$ cat src/rtl/switch_debounce.sv
// switch_debounce: 8-bit switch synchronizer and debouncer with one-cycle change pulse and mask.
// Optional sticky interrupt output enabled by defining SWITCH_DEBOUNCE_IRQ_EN.
module switch_debounce #(
  parameter logic [19:0] DEBOUNCE_CYCLES = 20'd50000
) (
  input  logic       iClk,
  input  logic       iRst,
  input  logic [7:0] iSwitch,
  output logic [7:0] oSwitch,
  output logic       oChanged,
  output logic [7:0] oChangedMask
`ifdef SWITCH_DEBOUNCE_IRQ_EN
  ,
  input  logic       iIrqClr,
  output logic       oIrq
`endif
);
  typedef enum logic {STABLE, SETTLE} stateE;
  stateE state, stateNext;
  logic [7:0] sync1, sync2, cand, candNext;
  logic [19:0] cnt, cntNext;
  logic commit;
  always_ff @(posedge iClk or posedge iRst)
    if (iRst) begin
      sync1 <= '0;
      sync2 <= '0;
      state <= STABLE;
      cand <= '0;
      cnt <= '0;
      oSwitch <= '0;
      oChanged <= 1'b0;
      oChangedMask <= '0;
    end else begin
      sync1 <= iSwitch;
      sync2 <= sync1;
      state <= stateNext;
      cand <= candNext;
      cnt <= cntNext;
      oChanged <= commit;
      oChangedMask <= commit ? cand ^ oSwitch : '0;
      if (commit) oSwitch <= cand;
    end
  always_comb
    stateNext = (state == STABLE) ? ((sync2 != oSwitch) ? SETTLE : STABLE)
                                  : ((sync2 == oSwitch || commit) ? STABLE : SETTLE);
  // Counter is compared before incrementing, so it saturates at DEBOUNCE_CYCLES.
  always_comb begin
    candNext = cand;
    cntNext = cnt;
    commit = 1'b0;
    if (state == STABLE) begin
      cntNext = (sync2 != oSwitch) ? 20'd1 : '0;
      candNext = (sync2 != oSwitch) ? sync2 : cand;
    end else if (sync2 == oSwitch) begin
      cntNext = '0;
    end else if (sync2 != cand) begin
      candNext = sync2;
      cntNext = 20'd1;
    end else if (cnt < DEBOUNCE_CYCLES) begin
      cntNext = cnt + 20'd1;
    end else begin
      commit = 1'b1;
      cntNext = '0;
    end
  end
`ifdef SWITCH_DEBOUNCE_IRQ_EN
  // Set has priority over clear.
  always_ff @(posedge iClk or posedge iRst)
    if (iRst) oIrq <= 1'b0;
    else oIrq <= oChanged ? 1'b1 : (iIrqClr ? 1'b0 : oIrq);
`endif
endmodule

$ cat config.mk
export PLATFORM = sky130hd
export DESIGN_NAME = switch_debounce
export DESIGN_NICKNAME = d
export VERILOG_FILES = /design/src/rtl/switch_debounce.sv
export SDC_FILE = /design/constraint.sdc
export NUM_CORES = 1
export LEC_CHECK = 0
export BUFFER_PORTS_ARGS = -buffer_cell sky130_fd_sc_hd__buf_2
export CORE_MARGIN = 2
export CORE_UTILIZATION = 30
export DETAILED_ROUTE_END_ITERATION = 12
export PLACE_DENSITY = 0.48
export SLEW_MARGIN = 0
export SYNTH_ARGS = -nofsm -noshare
export SYNTH_HDL_FRONTEND = slang
export SYNTH_SLANG_ARGS = --single-unit
$ cat constraint.sdc
create_clock -name iClk -period 4.7 [get_ports iClk]
set_clock_uncertainty 0.1 [all_clocks]
set_input_delay 0.705 -clock iClk [delete_from_list [all_inputs] [get_ports iClk]]
set_output_delay 0.705 -clock iClk [all_outputs]
set_load 0.005 [all_outputs]
Yosys cells after proc, flatten, opt, wreduce, memory -nomap -nowiden
Cells that the tools add are included.

Add/subtract/negate cells: 1. $lt $le $gt $ge: 1. Eq/ne operators: 5. Multiplexer cells: 17. Bitwise gates (word level): 1. Reductions and logical operators: 3.

Operators with widths (number): 20-bit two-way mux (4); 8-bit two-way mux (5); 20-bit by 1-bit adder with 20-bit output, second input constant (1); 20-bit by 16-bit less-than comparator with 1-bit output, second input constant (1); 8-bit != test (2); 8-bit equality test (1); 1-bit two-way mux (8); 8-bit XOR (1); 3-bit AND reduction (1); 2-bit by 1-bit != test with 1-bit output, second input constant (1); 2-bit != test, second input constant (1); 2-bit nonzero test (1); 1-bit logical OR (1).

Register bits: 62. Bits of input ports: 10. Output and inout bits: 17.

Logic depth before layout (Yosys ltp)
Gate-level depths: netlist of run 1.

Depth after elaboration: 8. Gate-level depth with buffers: 7.

Worst setup path before layout of run 1
Ideal clock, no wire load.

Path type: reg2reg. Start point: reg cand[7]. End point: reg oSwitch[0]. Data arrival time: 1816 ps. Setup slack: 2659 ps. Stages on the path, launching flop included: 8. Path buffers: 2. Clock period less this slack: 2041 ps. Path through: dfrtp_1 xnor2_1 nand3_1 nor3_2 or3b_1 buf_6 buf_6 mux2_4.

Cells in the longest elaborated chain, start to end: 4.

RTL lines: start, declared (line 20) `logic [7:0] sync1, sync2, cand, candNext;`; start signal, assigned (line 37) `cand <= candNext;`; 8-bit != test (line 56) `end else if (sync2 != cand) begin`; 1-bit two-way mux (line 56); 1-bit two-way mux (line 54) `end else if (sync2 == oSwitch) begin`; 1-bit two-way mux (line 51) `if (state == STABLE) begin`; end signal, assigned (line 41) `if (commit) oSwitch <= cand;`; end, declared (line 9) `output logic [7:0] oSwitch,`.

No other way between the ends. A chain may end at the register's enable or synchronous reset.

Worst setup path in the final report of run 1
Start point: reg cnt[13]. End point: reg oSwitch[1].

Cells in the longest elaborated chain, start to end: 5.

RTL lines: start, declared (line 21) `logic [19:0] cnt, cntNext;`; start signal, assigned (line 38) `cnt <= cntNext;`; 20-bit by 16-bit less-than comparator with 1-bit output (line 59) `end else if (cnt < DEBOUNCE_CYCLES) begin`; 1-bit two-way mux (line 59); 1-bit two-way mux (line 56); 1-bit two-way mux (line 54); 1-bit two-way mux (line 51).

No other way between the ends.

==> impl_metrics.json, run 1 <==
{
  "power_frac_clock_pct": 42.2,
  "initial_core_util_pct": 31.2,
  "finalWorstPathRequiredPeriod_ns": 2.34,
  "io_pins": 27,
  "drv_cap": 0,
  "grt.overflow.total": 0,
  "drv_slew": 0,
  "p_leak_nw": 1.28,
  "cts_buffers": 9,
  "yosysWarnings": 0,
  "via_per_inst": 4.11,
  "criticalPathCategory": "reg2reg",
  "final_hold_viol_count": 0,
  "clk_pin_slew_ns": 0.07,
  "cts_root_buf": "clkbuf_8",
  "cts_resized": 0,
  "final_antenna_net_count": 0,
  "ys_seq_area_share_pct": 64.0,
  "nNetsFinal": 237,
  "p_int_uw": 874,
  "fmax_mhz": 426,
  "num_rows": 32,
  "antenna_found_initial": 0,
  "grt_use_total_pct": 10.2,
  "cts_hold_buf": 0,
  "core_area_sq_um": 7770,
  "die_h_um": 93.9,
  "p_per_area_nw_per_um2": 394,
  "cts_max_path_buffers": 2,
  "route.detailed.drc": 0,
  "syn_avg_cell_area_sq_um": 12.9,
  "grt_setup_unrepaired": "false",
  "tns_ns": 0,
  "start_kind": "flop",
  "routabilityCongestion": 0.705,
  "area_delta_synth_final_pct": 18.9,
  "drt-pass1-iter-count": 3,
  "drive_above_1_share_pct": 26.4,
  "hold_path_class": "reg2reg",
  "ys_ff_latch": 62,
  "ir_drop_v": 0.000144,
  "seq_area_sq_um": 1550,
  "hpwl_mm": 2.62,
  "num-fill-cells": 786,
  "drt_iter0_drc": 47,
  "clock_latency_ns": 0.34,
  "synthCells": 188,
  "seq_power_share_pct": 51.1,
  "timing.hold.ws_ns": 0.245,
  "diodes": 0,
  "finalCritPeriodShare_pct": 49.9,
  "grt_pass1_vias": 1322,
  "comb_power_share_pct": 6.7,
  "routed_wl_mm": 3.89,
  "ctsHtreeMaxLevel": 3,
  "die_w_um": 93.9,
  "switching_share_pct": 23.1,
  "multi_input_area_sq_um": 840,
  "portBuffers": 26,
  "synth_area_sq_um": 2420,
  "crit_path_max_fanout": 17,
  "report.final.setup_viol": 0,
  "required_ns": 4.82,
  "tightest_slew_ns": 0.685,
  "cts_sinks": 62,
  "synth_cell_type_count": 26,
  "post_cts_buffers": 0,
  "fin_util_pct": 37.1,
  "maxSlewHeadroom_pct": 54.1,
  "grt_max_degree": 41,
  "p_sw_uw": 263,
  "crit_arrival_ns": 2.47,
  "vias": 1368,
  "die_area_sq_um": 8820,
  "cts_tree": "built",
  "grt_pass1_wl_mm": 6.64,
  "worst_setup_path_end_kind": "flop",
  "avgRoutedWirePerCell_um": 11.7,
  "status": "completed"
}
[cell families after synthesis]
| group | after synthesis | synth area share (%) |
|---|---|---|
| muxes | 16 | 7.58 |
| other | 1 | 0.155 |
| and+or+nand+nor | 57 | 11.0 |
| buffers and inverters | 8 | 1.86 |
| DFF | 62 | 64.0 |
| AOI/OAI and AO/OA | 5 | 1.19 |
| xor gates and xnor gates | 38 | 13.7 |
| adders and majority gates | 1 | 0.516 |
[flip-flops by register name, indices dropped and copies added (netlist names)]
| name | count |
|---|---|
| cand | 8 |
| cnt | 20 |
| oChanged | 1 |
| oChangedMask | 8 |
| oSwitch | 8 |
| state | 1 |
| sync1 | 8 |
| sync2 | 8 |
[power groups by stage]
stage | clock network, mW | logic [mW] | registers, mW
CTS | 0.499 | 0.0793 | 0.581
global route | 0.526 | 0.0859 | 0.585
detailed placement | 0 | 0.0788 | 0.592
floorplan | 0 | 0.0538 | 0.588
global placement | 0 | 0.0782 | 0.592
finish | 0.480 | 0.0764 | 0.581
[routing by layer]
layer	global-route usage [%]	wire length (um)	up-vias	share of wire, %
met3	4.17	167	7	4.3
li1	-	-	691	-
met1	13.9	1950	647	50
met4	5.43	90	0	2.3
met5	0	0	-	0
met2	13.8	1680	23	43
[placed cells by master (no fill, tap or decap), types with 2 or more instances in the layout]
master    instances
inv_1             4
a21oi_1           2
mux2_2           15
nor3_1            3
conb_1            4
buf_2            26
xor2_1            8
clkinv_2          2
nor2_1           29
dfrtp_1          62
nand4_1           5
nand3_1           8
nand2_1           5
xnor2_1          30
clkinv_4          2
clkbuf_8         11
[cell type report]
type	count	share of cell area, %
clock buffer	11	5.25
tap	102	4.43
timing repair buffer	27	4.77
sequential	62	53.8
clock inverter	5	2.00
multi-input combinational	121	29.1
inverter	5	0.651
[critical path: stages (launching register included)]
cell	delay, ns
dfrtp_1	0.41
nor4_1	0.27
o21ai_0	0.15
a31oi_1	0.30
or3b_1	0.59
mux2_2	0.40
[through the flow]
step,power (mW),worst slack (ns),std cells,cell area (sq um)
floorplan,0.642,2.35,191,2440
detailed placement,0.670,2.30,317,2680
CTS,1.16,2.29,333,2880
global placement,0.670,2.34,317,2680
global route,1.20,2.19,333,2880
finish,1.14,2.36,333,2880
[path summary, 6_finish.rpt]
check | slack, ns | endpoint | cells after the start | from
worst max-delay path | 2.36 | oSwitch[1]$_DFFE_PP0P_ | 5 | cnt[13]$_DFF_PP0_
worst min-delay path | 0.24 | sync2[2]$_DFF_PP0_ | 0 | sync1[2]$_DFF_PP0_
worst max register to register | 2.36 | oSwitch[1]$_DFFE_PP0P_ | 5 | cnt[13]$_DFF_PP0_
worst min register to register | 0.24 | sync2[2]$_DFF_PP0_ | 0 | sync1[2]$_DFF_PP0_
max in group asynchronous | 3.36 | cand[1]$_DFFE_PP0P_ | 3 | iRst
min in group asynchronous | 0.28 | sync1[1]$_DFF_PP0_ | 2 | iRst
[cell usage after synthesis, drive strengths merged]
| library cell | instances | area share, % |
|---|---|---|
| nand3b | 1 | 0.31 |
| nand3 | 8 | 1.7 |
| dfrtp | 62 | 64 |
| buf | 2 | 0.93 |
| nand2 | 5 | 0.77 |
| and3 | 1 | 0.26 |
| nand2b | 1 | 0.26 |
| o21ai | 1 | 0.21 |
| or4 | 1 | 0.31 |
| a21oi | 2 | 0.41 |
| clkbuf | 1 | 0.15 |
| xnor2 | 30 | 11 |
| or3b | 1 | 0.36 |
| xor2 | 8 | 2.9 |
| mux2 | 16 | 7.6 |
| a31oi | 1 | 0.26 |
| nor2 | 29 | 4.5 |
| ha | 1 | 0.52 |
| inv | 5 | 0.77 |
| nor4 | 1 | 0.26 |
| o211ai | 1 | 0.31 |
| conb | 1 | 0.15 |
| nor3 | 4 | 1.0 |
| nand4 | 5 | 1.3 |
No activity file was read; power rests on OpenSTA's default activity.
==> run 2, diff against run 1 <==
--- a/config.mk
+++ b/config.mk
@@ -9,7 +9,7 @@
 export CORE_MARGIN = 2
 export CORE_UTILIZATION = 30
 export DETAILED_ROUTE_END_ITERATION = 12
-export PLACE_DENSITY = 0.48
+export PLACE_DENSITY = 0.5
 export SLEW_MARGIN = 0
 export SYNTH_ARGS = -nofsm -noshare
 export SYNTH_HDL_FRONTEND = slang
==> constraint.sdc (replaced) <==
create_clock -name iClk -period 2.1 [get_ports iClk]
set_clock_uncertainty 0.1 [all_clocks]
set_input_delay 0.315 -clock iClk [delete_from_list [all_inputs] [get_ports iClk]]
set_output_delay 0.315 -clock iClk [all_outputs]
set_load 0.005 [all_outputs]
==> run 2 against run 1 <==
Critical path depth up 1. Die area unchanged. Count of clock-buffer cells in the layout up 1. Final cell count grew 6.9%. Worst setup slack got worse by 2.3 ns. Largest cell class unchanged. Largest power group unchanged.
==> impl_metrics.json, run 2 (synthesis results as in run 1) <==
{
  "status": "completed",
  "initial_core_util_pct": 31.2,
  "maxSlewHeadroom_pct": 58.0,
  "crit_arrival_ns": 2.13,
  "report.final.setup_viol": 0,
  "core_area_sq_um": 7770,
  "final_hold_viol_count": 0,
  "cts_sinks": 62,
  "finalWorstPathRequiredPeriod_ns": 2.02,
  "post_cts_buffers": 0,
  "setup_slack_ns": 0.0838,
  "largest_register_ffs": 20,
  "path_delay_family": "simple AND/OR/NAND/NOR gates",
  "drt-pass1-iter-count": 4,
  "grt_pass1_wl_mm": 7.06,
  "clock_latency_ns": 0.33,
  "route.detailed.drc": 0,
  "drv_slew": 0,
  "worst_setup_path_end_kind": "flop",
  "grt_use_total_pct": 10.8,
  "comb_power_share_pct": 8.2,
  "io_pins": 27,
  "cts_tree": "built",
  "p_int_mw": 1.98,
  "via_per_inst": 4.21,
  "criticalPathCategory": "reg2reg",
  "fmax_mhz": 496,
  "grt.overflow.total": 0,
  "clk_pin_slew_ns": 0.07,
  "drv_cap": 0,
  "finalCritPeriodShare_pct": 96.0,
  "start_kind": "flop",
  "vias": 1497,
  "crit_path_max_fanout": 17,
  "nNetsFinal": 260,
  "ctsHtreeMaxLevel": 3,
  "die_h_um": 93.9,
  "antenna_found_initial": 0,
  "path_cells": "xnor2_1 > nand3_1 > nor3_2 > or3b_4 > buf_12 > mux2_4",
  "area_delta_synth_final_pct": 28.3,
  "drive_above_1_share_pct": 30.3,
  "grt_pass1_vias": 1497,
  "final_common_cell": "dfrtp_1",
  "routabilityCongestion": 0.665,
  "seq_area_sq_um": 1550,
  "hold_path_class": "reg2reg",
  "pre_cts_slack_ns": 0.0243,
  "portBuffers": 26,
  "die_w_um": 93.9,
  "avgRoutedWirePerCell_um": 11.6,
  "cts_max_path_buffers": 2,
  "seq_power_share_pct": 51.1,
  "top_register": "cnt",
  "drt_iter0_drc": 87,
  "num-fill-cells": 773,
  "diodes": 0,
  "p_leak_nw": 1.41,
  "p_per_area_nw_per_um2": 817,
  "switching_share_pct": 22.1,
  "grt_setup_unrepaired": "false",
  "final_antenna_net_count": 0,
  "multi_input_area_sq_um": 856,
  "num_rows": 32,
  "tightest_slew_ns": 0.628,
  "grt_max_degree": 30,
  "cpPeakStageDelay_ns": 0.43,
  "cts_root_buf": "clkbuf_8",
  "die_area_sq_um": 8820,
  "cts_buffers": 9,
  "p_sw_uw": 563,
  "crit_buf_inv": 1,
  "required_ns": 2.22,
  "mostFrequentLayoutCells": "dfrtp_1 (62), xnor2_1 (29), nor2_1 (29)",
  "power_frac_clock_pct": 40.7,
  "tns_ns": 0,
  "r2r_slack_ns": 0.08,
  "routed_wl_mm": 4.12,
  "ir_drop_v": 0.000481,
  "slowest_stage": "dfrtp_1",
  "hpwl_mm": 2.90
}
run 2: per-layer routing:
layer	global-route usage, %	vias up	wire (um)
li1	-	736	-
met1	15.1	728	2090
met2	14.6	24	1780
met3	3.61	9	135
met4	5.80	0	111
met5	0	-	0
run 2: through the flow:
stage          total power, mW  utilization, %  hold slack [ns]  cell area, sq um  cells
2_1_floorplan             1.44               -            0.231              2440    191
3_3_place_gp              1.52            36.1            0.231              2810    331
5_1_grt                   2.68            40.1            0.256              3110    356
6_report                  2.54            40.1            0.247              3110    356
4_1_cts                   2.59            39.9            0.251              3100    356
3_5_place_dp              1.52            36.1            0.235              2810    331
run 2: area by class of cell:
type                            instances  area share (%)
Multi-Input combinational cell        121            27.5
Timing Repair Buffer                   50            11.5
Clock buffer                           12            4.99
Tap cell                              102            4.10
Clock inverter                          4            1.45
Inverter                                5           0.603
Sequential cell                        62            49.9
run 2: power by group through the flow:
stage / clock network, mW / logic, mW / registers (mW)
2_1_floorplan: 0 / 0.120 / 1.32
5_1_grt: 1.14 / 0.235 / 1.30
3_3_place_gp: 0 / 0.198 / 1.32
4_1_cts: 1.08 / 0.214 / 1.30
3_5_place_dp: 0 / 0.200 / 1.32
6_report: 1.04 / 0.209 / 1.30
run 2: worst register-to-register path, cell delays in order (launching register included):
cell and delay [ns]:
dfrtp_1 0.43, xnor2_1 0.17, nand3_1 0.13, nor3_2 0.22, or3b_4 0.42, buf_12 0.16
mux2_4 0.29
run 2: final timing paths:
check	startpoint	endpoint	depth (start not counted)
setup reg to reg	cand[4]$_DFFE_PP0P_	oSwitch[0]$_DFFE_PP0P_	6
hold reg to reg	sync1[7]$_DFF_PP0_	sync2[7]$_DFF_PP0_	0
hold / removal	sync1[7]$_DFF_PP0_	sync2[7]$_DFF_PP0_	0
min in group asynchronous	iRst	cnt[19]$_DFF_PP0_	3
setup / recovery	cand[4]$_DFFE_PP0P_	oSwitch[0]$_DFFE_PP0P_	6
max in group asynchronous	iRst	sync1[1]$_DFF_PP0_	4
run 2: what timing repair did:
item / in CTS / in global routing
hold buffers: 9 / 0
gates resized for setup: 0 / 4
endpoints found under the setup margin: 0 / 8
endpoints found under the hold margin: 28 / 0
==> run 3, diff against run 2 <==
--- a/config.mk
+++ b/config.mk
@@ -5,11 +5,11 @@
 export SDC_FILE = /design/constraint.sdc
 export NUM_CORES = 1
 export LEC_CHECK = 0
+export ABC_AREA = 1
 export BUFFER_PORTS_ARGS = -buffer_cell sky130_fd_sc_hd__buf_2
 export CORE_MARGIN = 2
 export CORE_UTILIZATION = 30
 export DETAILED_ROUTE_END_ITERATION = 12
-export PLACE_DENSITY = 0.5
 export SLEW_MARGIN = 0
 export SYNTH_ARGS = -nofsm -noshare
 export SYNTH_HDL_FRONTEND = slang
==> run 3 against run 2 <==
Routed wire length up 18%. Final cell count up 25%. Non-clock buffer count down 11. Clock power down 4%.
==> impl_metrics.json, run 3 <==
{
  "cts_root_buf": "clkbuf_8",
  "hpwl_mm": 3.43,
  "cts_sinks": 62,
  "timing.rr.start": "cand[6]$_DFFE_PP0P_",
  "vias": 1894,
  "largest_register_ffs": 20,
  "finalPower_mw": 2.61,
  "grt.overflow.total": 0,
  "drt-pass1-iter-count": 4,
  "min_from": "sync1[0]$_DFF_PP0_",
  "synth.most_common_cell": "nand2_1",
  "routed_wl_mm": 4.88,
  "finalCritPeriodShare_pct": 83.2,
  "grt_setup_unrepaired": "false",
  "clock_latency_ns": 0.34,
  "via_per_inst": 4.25,
  "met1_length_mm": 2.42,
  "drive_above_1_share_pct": 23.6,
  "crit_start": "cand[6]$_DFFE_PP0P_",
  "p_leak_nw": 1.59,
  "required_ns": 2.22,
  "cts_resized": 0,
  "hold_path_class": "reg2reg",
  "setup_slack_ns": 0.352,
  "grt_use_total_pct": 11.4,
  "core_area_sq_um": 9110,
  "ys_ff_latch": 62,
  "final_common_cell": "nand2_1",
  "final_cell_area_sq_um": 3330,
  "yosysTopAreaCell": "dfrtp_1",
  "synth_area_leaders": "dfrtp_1 (56%), nand2_1 (9.8%), xnor2_1 (7.0%)",
  "synth_cell_type_count": 26,
  "die_h_um": 100,
  "ys_seq_area_share_pct": 56.0,
  "status": "completed",
  "avgRoutedWirePerCell_um": 10.9,
  "die_area_sq_um": 10000,
  "diodes": 0,
  "route.detailed.drc": 0,
  "cts_buffers": 9,
  "crit_arrival_ns": 1.87,
  "worst_setup_path_end_kind": "flop",
  "synth_area_sq_um": 2770,
  "nNetsFinal": 342,
  "cts_tree": "built",
  "drt_iter0_drc": 95,
  "syn_avg_cell_area_sq_um": 9.79,
  "synth_edf_count": 0,
  "drv_cap": 0,
  "criticalPathCategory": "reg2reg",
  "io_pins": 27,
  "ctsHtreeMaxLevel": 3,
  "clk_pin_slew_ns": 0.06,
  "dr.max_layer_used": "met4",
  "report.final.setup_viol": 0,
  "synth_top_cells_by_count": "nand2_1 (72), dfrtp_1 (62), nor2_1 (22), xnor2_1 (22), nor2_2 (20)",
  "drv_slew": 0,
  "cts_hold_buf": 9,
  "cts_max_path_buffers": 2,
  "fin_util_pct": 36.6,
  "final_antenna_net_count": 0,
  "dp_cells": 422,
  "initial_core_util_pct": 30.4,
  "synthArstFlopShare_pct": 100,
  "synth_top_area_share_pct": 56.0,
  "portBuffers": 26,
  "synth_ff_type": "dfrtp_1",
  "grt_max_degree": 45,
  "pre_cts_slack_ns": 0.349,
  "routabilityCongestion": 0.921,
  "start_kind": "flop",
  "wl_met2_mm": 2.17,
  "tns_ns": 0,
  "placed_area_sq_um": 3050,
  "die_w_um": 100,
  "timing.hold.ws_ns": 0.249,
  "crit_path_max_fanout": 17,
  "final_hold_viol_count": 0,
  "num_rows": 35,
  "dr_wl_met3_um": 214,
  "finalNonFillerCells": 446,
  "post_cts_buffers": 0,
  "ir_drop_v": 0.000428,
  "mostFrequentLayoutCells": "nand2_1 (72), dfrtp_1 (62), buf_2 (26)",
  "grt_pass1_vias": 1850,
  "r2r_slack_ns": 0.35,
  "antenna_found_initial": 0,
  "finalWorstPathRequiredPeriod_ns": 1.75,
  "grt_pass1_wl_mm": 8.80,
  "synthCells": 283,
  "area_delta_synth_final_pct": 20.2,
  "top_register": "cnt",
  "p_per_area_nw_per_um2": 785,
  "fmax_mhz": 572,
  "yosysWarnings": 0
}
[run 3: cell count changes in the layout (fill, tap and decap cells not counted), moves of 5 or more]
cell and change:
nand2_1 +67, nor2_2 +20, mux2_2 -15, inv_1 +13, buf_4 -10, nand3_1 +7, nor2_1 -7, xnor2_1 -7
nand4_1 +5
[run 3: where the power goes]
group          total, mW  switching [mW]  leakage, nW  internal, mW
Combinational      0.274           0.138        0.707         0.136
Sequential          1.34          0.0780        0.787          1.26
Clock               1.00           0.436       0.0952         0.569
Total               2.61           0.652         1.59          1.96
[run 3: worst paths after layout]
kind / cells past startpoint / to
setup / recovery: 6 / oSwitch[7]$_DFFE_PP0P_
hold / removal: 0 / sync2[0]$_DFF_PP0_
setup reg to reg: 6 / oSwitch[7]$_DFFE_PP0P_
hold reg to reg: 0 / sync2[0]$_DFF_PP0_
max in group asynchronous: 4 / oSwitch[7]$_DFFE_PP0P_
min in group asynchronous: 3 / cnt[13]$_DFF_PP0_
[run 3: kinds of logic after synthesis]
logic type	Yosys count	share of synthesized area, %
AO/OA/AOI/OAI	6	1.49
buffers and inverters	27	4.52
AND/OR/NAND/NOR	155	27.6
adder cells (fa/ha/maj)	1	0.452
XOR/XNOR	31	9.80
other	1	0.135
flip-flops	62	56.0
[run 3: final cells by class]
class                           instances  area (sq um)
Clock buffer                           11           141
Clock inverter                          4          47.5
Fill cell                             940          5780
Inverter                               22          82.6
Multi-Input combinational cell        197          1100
Sequential cell                        62          1550
Tap cell                              111           139
Timing Repair Buffer                   39           263
[run 3: per-layer routing]
layer	GRT usage, %	up-vias
met5	0	-
met1	15.1	883
met3	4.74	7
met4	4.11	0
li1	-	976
met2	16.7	28
[run 3: worst max-delay path: stages, from the launching register on]
cell	delay, ns
dfrtp_1	0.43
xnor2_1	0.27
nand3_2	0.18
nor2_8	0.24
nand3_4	0.25
nand2_1	0.12
nand2_1	0.06
